$ cat src/rtl/func_unit_pkg.sv
`default_nettype none
// ============================================================================
// Module   : func_unit_pkg
// Purpose  : Shared types and constants for the func_unit_pipe datapath:
//            opcode encoding, flag bit positions and MUX lane count.
// Revision : 1.0 - initial release
// ============================================================================
package func_unit_pkg;

  typedef enum logic [1:0] {
    OP_ADD = 2'd0,
    OP_MUX = 2'd1,
    OP_ENC = 2'd2,
    OP_CMP = 2'd3
  } op_e;

  localparam int FLG_HI  = 2;
  localparam int FLG_MID = 1;
  localparam int FLG_LO  = 0;

  localparam int NUM_LANES = 4;

endpackage : func_unit_pkg
`default_nettype wire

$ cat src/rtl/func_unit_core.sv
`default_nettype none
// ============================================================================
// Module   : func_unit_core
// Purpose  : Purely combinational function block. Maps registered
//            op/a/b/cin/sel to a zero-extended WIDTH+1 result and 3 flags.
// Revision : 1.0 - initial release
// ============================================================================
module func_unit_core
  import func_unit_pkg::*;
#(
  parameter int WIDTH  = 16,
  parameter int ENC_IN = 4
) (
  input  op_e              op,
  input  logic [WIDTH-1:0] a,
  input  logic [WIDTH-1:0] b,
  input  logic             cin,
  input  logic [1:0]       sel,
  output logic [WIDTH:0]   result,
  output logic [2:0]       flags
);

  localparam int LANE_W = WIDTH / NUM_LANES;
  localparam int IDX_W  = $clog2(ENC_IN);

  logic [WIDTH:0]      add_sum;
  logic [LANE_W-1:0]   lane;
  logic [ENC_IN-1:0]   enc_x;
  logic [IDX_W-1:0]    enc_idx;
  logic                enc_multi;
  logic                cmp_gt;
  logic                cmp_eq;
  logic                cmp_lt;
  logic [WIDTH-1:0]    cmp_diff;

  // Adder keeps the carry-out as the top result bit.
  assign add_sum = {1'b0, a} + {1'b0, b} + {{WIDTH{1'b0}}, cin};

  // Lane select: pick one of the four equal slices of a.
  always_comb begin
    lane = '0;
    for (int k = 0; k < NUM_LANES; k++) begin
      if (sel == 2'(k)) lane = a[k*LANE_W +: LANE_W];
    end
  end

  // Priority encoder: the last (highest) set bit wins; multi-hot is flagged.
  always_comb begin
    enc_x   = a[ENC_IN-1:0];
    enc_idx = '0;
    for (int i = 0; i < ENC_IN; i++) begin
      if (enc_x[i]) enc_idx = IDX_W'(i);
    end
    enc_multi = (enc_x & (enc_x - ENC_IN'(1))) != '0;
  end

  // Unsigned compare with absolute difference, subtracting the smaller side.
  always_comb begin
    cmp_gt   = a > b;
    cmp_eq   = a == b;
    cmp_lt   = a < b;
    cmp_diff = cmp_gt ? (a - b) : (b - a);
  end

  // Output selection by opcode.
  always_comb begin
    result = '0;
    flags  = '0;
    case (op)
      OP_ADD: begin
        result          = add_sum;
        flags[FLG_HI]   = add_sum[WIDTH];
        flags[FLG_MID]  = add_sum[WIDTH-1:0] == '0;
      end
      OP_MUX: begin
        result          = {{(WIDTH+1-LANE_W){1'b0}}, lane};
        flags[FLG_MID]  = lane == '0;
      end
      OP_ENC: begin
        result          = {{(WIDTH+1-IDX_W){1'b0}}, enc_idx};
        flags[FLG_HI]   = enc_multi;
        flags[FLG_MID]  = enc_x == '0;
      end
      OP_CMP: begin
        result          = {1'b0, cmp_diff};
        flags[FLG_HI]   = cmp_gt;
        flags[FLG_MID]  = cmp_eq;
        flags[FLG_LO]   = cmp_lt;
      end
      default: begin
        result = '0;
        flags  = '0;
      end
    endcase
  end

endmodule : func_unit_core
`default_nettype wire

$ cat src/rtl/func_unit_pipe.sv
`default_nettype none
// ============================================================================
// Module   : func_unit_pipe
// Purpose  : Two-stage pipelined multi-function unit (ADD/MUX/ENC/CMP) with
//            valid/ready handshake on both sides and full throughput.
//            Optional per-opcode output-transfer counters are enabled with
//            the macro FUNC_UNIT_OP_COUNT_EN (adds port op_count).
// Revision : 1.0 - initial release
// ============================================================================
module func_unit_pipe
  import func_unit_pkg::*;
#(
  parameter int WIDTH  = 16,
  parameter int ENC_IN = 4,
  parameter int CNT_W  = 16
) (
  input  logic             clk,
  input  logic             rst_n,
  input  logic             in_valid,
  output logic             in_ready,
  input  logic [1:0]       op,
  input  logic [WIDTH-1:0] a,
  input  logic [WIDTH-1:0] b,
  input  logic             cin,
  input  logic [1:0]       sel,
  output logic             out_valid,
  input  logic             out_ready,
  output logic [WIDTH:0]   result,
  output logic [2:0]       flags
`ifdef FUNC_UNIT_OP_COUNT_EN
  ,
  output logic [4*CNT_W-1:0] op_count
`endif
);

  localparam int NUM_OPS = 4;

  // Reject unsupported configurations at elaboration time.
  if ((WIDTH % 4) != 0 || WIDTH < 8 || ENC_IN < 2 || ENC_IN > WIDTH ||
      (ENC_IN & (ENC_IN - 1)) != 0 || CNT_W < 1) begin : g_bad_params
    $error("func_unit_pipe: unsupported parameter combination");
  end

  logic             s1_v;
  op_e              s1_op;
  logic [WIDTH-1:0] s1_a;
  logic [WIDTH-1:0] s1_b;
  logic             s1_cin;
  logic [1:0]       s1_sel;
  logic             s2_v;
  logic             s1_adv;
  logic             s2_adv;
  logic [WIDTH:0]   core_result;
  logic [2:0]       core_flags;

  // S2 moves when empty or drained; S1 follows S2 (no skid buffer).
  assign s2_adv    = !s2_v || out_ready;
  assign s1_adv    = s2_adv;
  assign in_ready  = !s1_v || s1_adv;
  assign out_valid = s2_v;

  // Stage 1: capture the operand transaction.
  always_ff @(posedge clk or negedge rst_n) begin
    if (!rst_n) begin
      s1_v   <= 1'b0;
      s1_op  <= OP_ADD;
      s1_a   <= '0;
      s1_b   <= '0;
      s1_cin <= 1'b0;
      s1_sel <= '0;
    end else if (in_ready) begin
      s1_v <= in_valid;
      if (in_valid) begin
        s1_op  <= op_e'(op);
        s1_a   <= a;
        s1_b   <= b;
        s1_cin <= cin;
        s1_sel <= sel;
      end
    end
  end

  func_unit_core #(
    .WIDTH  (WIDTH),
    .ENC_IN (ENC_IN)
  ) u_core (
    .op     (s1_op),
    .a      (s1_a),
    .b      (s1_b),
    .cin    (s1_cin),
    .sel    (s1_sel),
    .result (core_result),
    .flags  (core_flags)
  );

  // Stage 2: register the computed result; hold it while stalled.
  always_ff @(posedge clk or negedge rst_n) begin
    if (!rst_n) begin
      s2_v   <= 1'b0;
      result <= '0;
      flags  <= '0;
    end else if (s2_adv) begin
      s2_v <= s1_v;
      if (s1_v) begin
        result <= core_result;
        flags  <= core_flags;
      end
    end
  end

`ifdef FUNC_UNIT_OP_COUNT_EN
  logic [1:0] s2_op;

  // Opcode travelling alongside the S2 result, used only for counting.
  always_ff @(posedge clk or negedge rst_n) begin
    if (!rst_n) begin
      s2_op <= '0;
    end else if (s2_adv && s1_v) begin
      s2_op <= s1_op;
    end
  end

  for (genvar k = 0; k < NUM_OPS; k++) begin : g_op_cnt
    logic [CNT_W-1:0] cnt;

    // Saturating count of output transfers carrying opcode k.
    always_ff @(posedge clk or negedge rst_n) begin
      if (!rst_n) begin
        cnt <= '0;
      end else if (out_valid && out_ready && s2_op == 2'(k) && cnt != '1) begin
        cnt <= cnt + 1'b1;
      end
    end

    assign op_count[k*CNT_W +: CNT_W] = cnt;
  end
`endif

endmodule : func_unit_pipe
`default_nettype wire

$ cat config.mk
export PLATFORM = sky130hd
export DESIGN_NAME = func_unit_pipe
export DESIGN_NICKNAME = d
export VERILOG_FILES = /design/src/rtl/func_unit_pkg.sv /design/src/rtl/func_unit_core.sv /design/src/rtl/func_unit_pipe.sv
export SDC_FILE = /design/constraint.sdc
export NUM_CORES = 1
export LEC_CHECK = 0
export ABC_AREA = 1
export BUFFER_PORTS_ARGS = -buffer_cell sky130_fd_sc_hd__buf_4
export CORE_MARGIN = 3
export CORE_UTILIZATION = 60
export CTS_BUF_LIST = sky130_fd_sc_hd__clkbuf_4 sky130_fd_sc_hd__clkbuf_8 sky130_fd_sc_hd__clkbuf_16
export CTS_CLUSTER_DIAMETER = 150
export DETAILED_ROUTE_END_ITERATION = 16
export PLACE_DENSITY = 0.89
export SYNTH_ARGS = -nofsm -noshare
export SYNTH_HDL_FRONTEND = slang
export SYNTH_SLANG_ARGS = --single-unit
$ cat constraint.sdc
create_clock -name clk -period 3.17 [get_ports clk]
set_input_delay 0.1585 -clock clk [delete_from_list [all_inputs] [get_ports clk]]
set_output_delay 0.1585 -clock clk [all_outputs]
set_load 0.05 [all_outputs]
==> results.yml <==
logic_synthesis:
  syn-instance-count: 832
  syn_nets: 923
  synth_top_area_share_pct: 27.1
  syn_area_sq_um: 5450
  ys_ff_latch: 59
  synth_xor_area_share_pct: 3.06
  yosys_warnings: 0
  synth_area_per_cell_sq_um: 6.54
  synth_top_family_by_area: "simple AND/OR/NAND/NOR gates"
  yosys.area.top_type: "dfrtp_1"
  ys_seq_area_share_pct: 27.1
  synthSimpleGateAreaFrac_pct: 32.3
  synthMuxAreaShare_pct: 0.207
  synth-compound-area-share_pct: 14.4
  ys_types: 41
  synthAdderAreaFrac_pct: 12.0
  ys_top_cells_by_area: "dfrtp_1, nand2_1, ha_1"
detailed_routing:
  via_per_inst: 5.48
  ant_nets: 0
  drt-initial-drc-count: 542
  vias: 5465
  dr.pass1.iters: 6
  drc: 0
  wl_per_cell_um: 15.1
  wirelength_mm: 15.0
layout:
  final_common_cell: "nand2_1"
  n_fill_cell: 803
  nets: 976
  fin_util_pct: 69.9
  final_cell_mix: "nand2_1, inv_1, nor2_1"
  drive_gt1_share_pct: 12.5
  area.sequential_sq_um: 1480
  synthToLayoutAreaGrowth_pct: 12.5
  antenna_cells: 0
  multiInputGateArea_sq_um: 3380
grt:
  grt_pass1_wl_mm: 24.2
  antenna_found_initial: 0
  track_usage_pct: 30.1
  grt_pass1_vias: 4866
  grt_max_degree: 60
  grt-ovfl-total: 0
clock_network:
  clk_pin_slew_worst_paths_ns: 0.07
  ctsResizeCount: 0
  h-tree-depth: 3
  cts_tree: "done"
  clk_latency_ns: 0.35
  hold_buffers: 1
  clockBufferDepth: 2
  cts_buffers: 9
  cts-root-buf: "clkbuf_8"
  cts.sinks: 59
  cts_setup_buffers: 0
placement:
  port_buffers: 62
  place_ws_ns: 0.517
  dp.final_hpwl_mm: 12.1
  gp_congestion: 1.03
sta:
  period_share_pct: 85.7
  worst_pin_slew_ns: 0.728
  rsz0062_at_grt: "false"
  fin_tns_setup_ns: 0
  clock.fmax_mhz: 368
  hold_viol: 0
  finalCriticalPeriod_ns: 2.72
  timing.final.ws_setup_ns: 0.454
  drv_slew: 0
  relSlewSlack_pct: 51.5
  fin_skew_ns: 0.0133
  setup_viol_count_final: 0
  whs_ns: 0.0480
critical_path:
  critical_path.max_fanout: 18
  cp.arrival_ns: 2.99
  critPathLaunchType: "register"
  end_kind: "register"
  worstPathRequired_ns: 3.44
  reg2reg_slack_ns: 0.45
  critPathKind: "register to register"
floorplanning:
  core_sq_um: 8760
  fp.dieH_um: 101
  start_util_pct: 62.1
  die_area_sq_um: 10300
  die_w_um: 101
  core.rowCount: 34
  io_pins: 63
pwr:
  clockPowerShare_pct: 13.6
  power_leakage_nw: 3.33
  comb_power_share_pct: 62.5
  p_int_w: 0.00212
  ir_worst_vdd_mv: 0.362
  p_per_area_nw_per_um2: 741
  switching_share_pct: 53.2
  p_switching_w: 0.00242
  seqPwrFrac_pct: 23.9
flow_run:
  cap_violations: 0
outcome:
  outcome: "complete, no violations"
hold_path:
  hp-class: "input port to register"
synthesized netlist by cell type:
| cell | number |
|---|---|
| a211oi_1 | 1 |
| a21o_1 | 2 |
| a21oi_1 | 74 |
| a21oi_2 | 9 |
| a22o_1 | 1 |
| a22oi_1 | 1 |
| a31oi_1 | 8 |
| and2_1 | 1 |
| and2_4 | 1 |
| buf_2 | 4 |
| buf_4 | 6 |
| buf_6 | 2 |
| clkbuf_1 | 13 |
| clkinv_1 | 1 |
| dfrtp_1 | 59 |
| fa_1 | 4 |
| ha_1 | 46 |
| inv_1 | 115 |
| inv_2 | 4 |
| inv_4 | 1 |
| mux2_2 | 1 |
| nand2_1 | 226 |
| nand2_2 | 5 |
| nand2_4 | 2 |
| nand3_1 | 60 |
| nand3_2 | 3 |
| nand3b_1 | 2 |
| nand4_1 | 8 |
| nor2_1 | 103 |
| nor2_4 | 2 |
| nor3_1 | 7 |
| o2111ai_1 | 1 |
| o211ai_1 | 4 |
| o211ai_2 | 1 |
| o21ai_0 | 25 |
| o21ai_1 | 1 |
| o21bai_1 | 7 |
| o22ai_1 | 1 |
| o31ai_1 | 1 |
| xnor2_1 | 2 |
| xor2_1 | 17 |
power groups by stage:
stage	clock network [W]	logic [W]	registers, W
floorplan	0	0.00167	0.00148
global placement	0	0.00275	0.00109
detailed placement	0	0.00277	0.00110
CTS	0.000626	0.00278	0.00109
global route	0.000653	0.00311	0.00111
finish	0.000619	0.00284	0.00109
routing by layer:
layer | up-vias | wire [um] | global-route usage, %
li1 | 2744 | - | -
met1 | 2446 | 6890 | 46.0
met2 | 246 | 6500 | 44.1
met3 | 29 | 1260 | 3.44
met4 | 0 | 387 | 9.92
met5 | - | 0 | 0
area by class of cell:
| type | instances | area share, % |
|---|---|---|
| clock buffer | 11 | 2.37 |
| clock inverter | 4 | 0.449 |
| inverter | 121 | 7.46 |
| multi-input combinational | 627 | 55.2 |
| sequential | 59 | 24.1 |
| tap | 108 | 2.21 |
| timing repair buffer | 67 | 8.25 |
logic make-up after synthesis:
kind of cell | Yosys count
simple gates | 420
mux | 1
fa+ha+maj | 50
flops | 59
buf+inv | 146
compound gates | 137
xor+xnor | 19
worst max-delay path, stage by stage, from the launching register on:
cell	delay, ns
dfrtp_1	0.44
inv_1	0.18
ha_1	0.21
inv_1	0.09
fa_1	0.43
nand3_1	0.11
nand3_2	0.11
nand2_1	0.09
nand3_2	0.11
nand2_2	0.11
nand2_4	0.07
nand2_4	0.22
inv_4	0.12
nand2_1	0.09
nand3_1	0.09
a21oi_1	0.16
flip-flops by register name, indices dropped and copies added (netlist names):
signal / count
s1_v: 1
s1_cin: 1
s1_sel: 2
s1_b: 16
out_valid: 1
result: 17
s1_a: 16
s1_op: 2
flags: 3
final timing paths:
kind	startpoint	end	cells past startpoint
max in group asynchronous	rst_n	s1_a[9]$_DFFE_PN0P_	2
max	s1_a[0]$_DFFE_PN0P_	result[13]$_DFFE_PN0P_	15
min reg2reg	flags[2]$_DFFE_PN0P_	flags[2]$_DFFE_PN0P_	2
min in group asynchronous	rst_n	out_valid$_DFFE_PN0P_	2
max reg2reg	s1_a[0]$_DFFE_PN0P_	result[13]$_DFFE_PN0P_	15
min	a[15]	s1_a[15]$_DFFE_PN0P_	2
per-stage QoR:
step                std cells  power, W  cell area (sq um)
global placement          981   0.00384               5940
finish                    997   0.00454               6120
global route              997   0.00487               6120
CTS                       997   0.00449               6120
detailed placement        981   0.00387               5940
floorplan                 832   0.00315               5450
(Power assumes the default switching activity.)
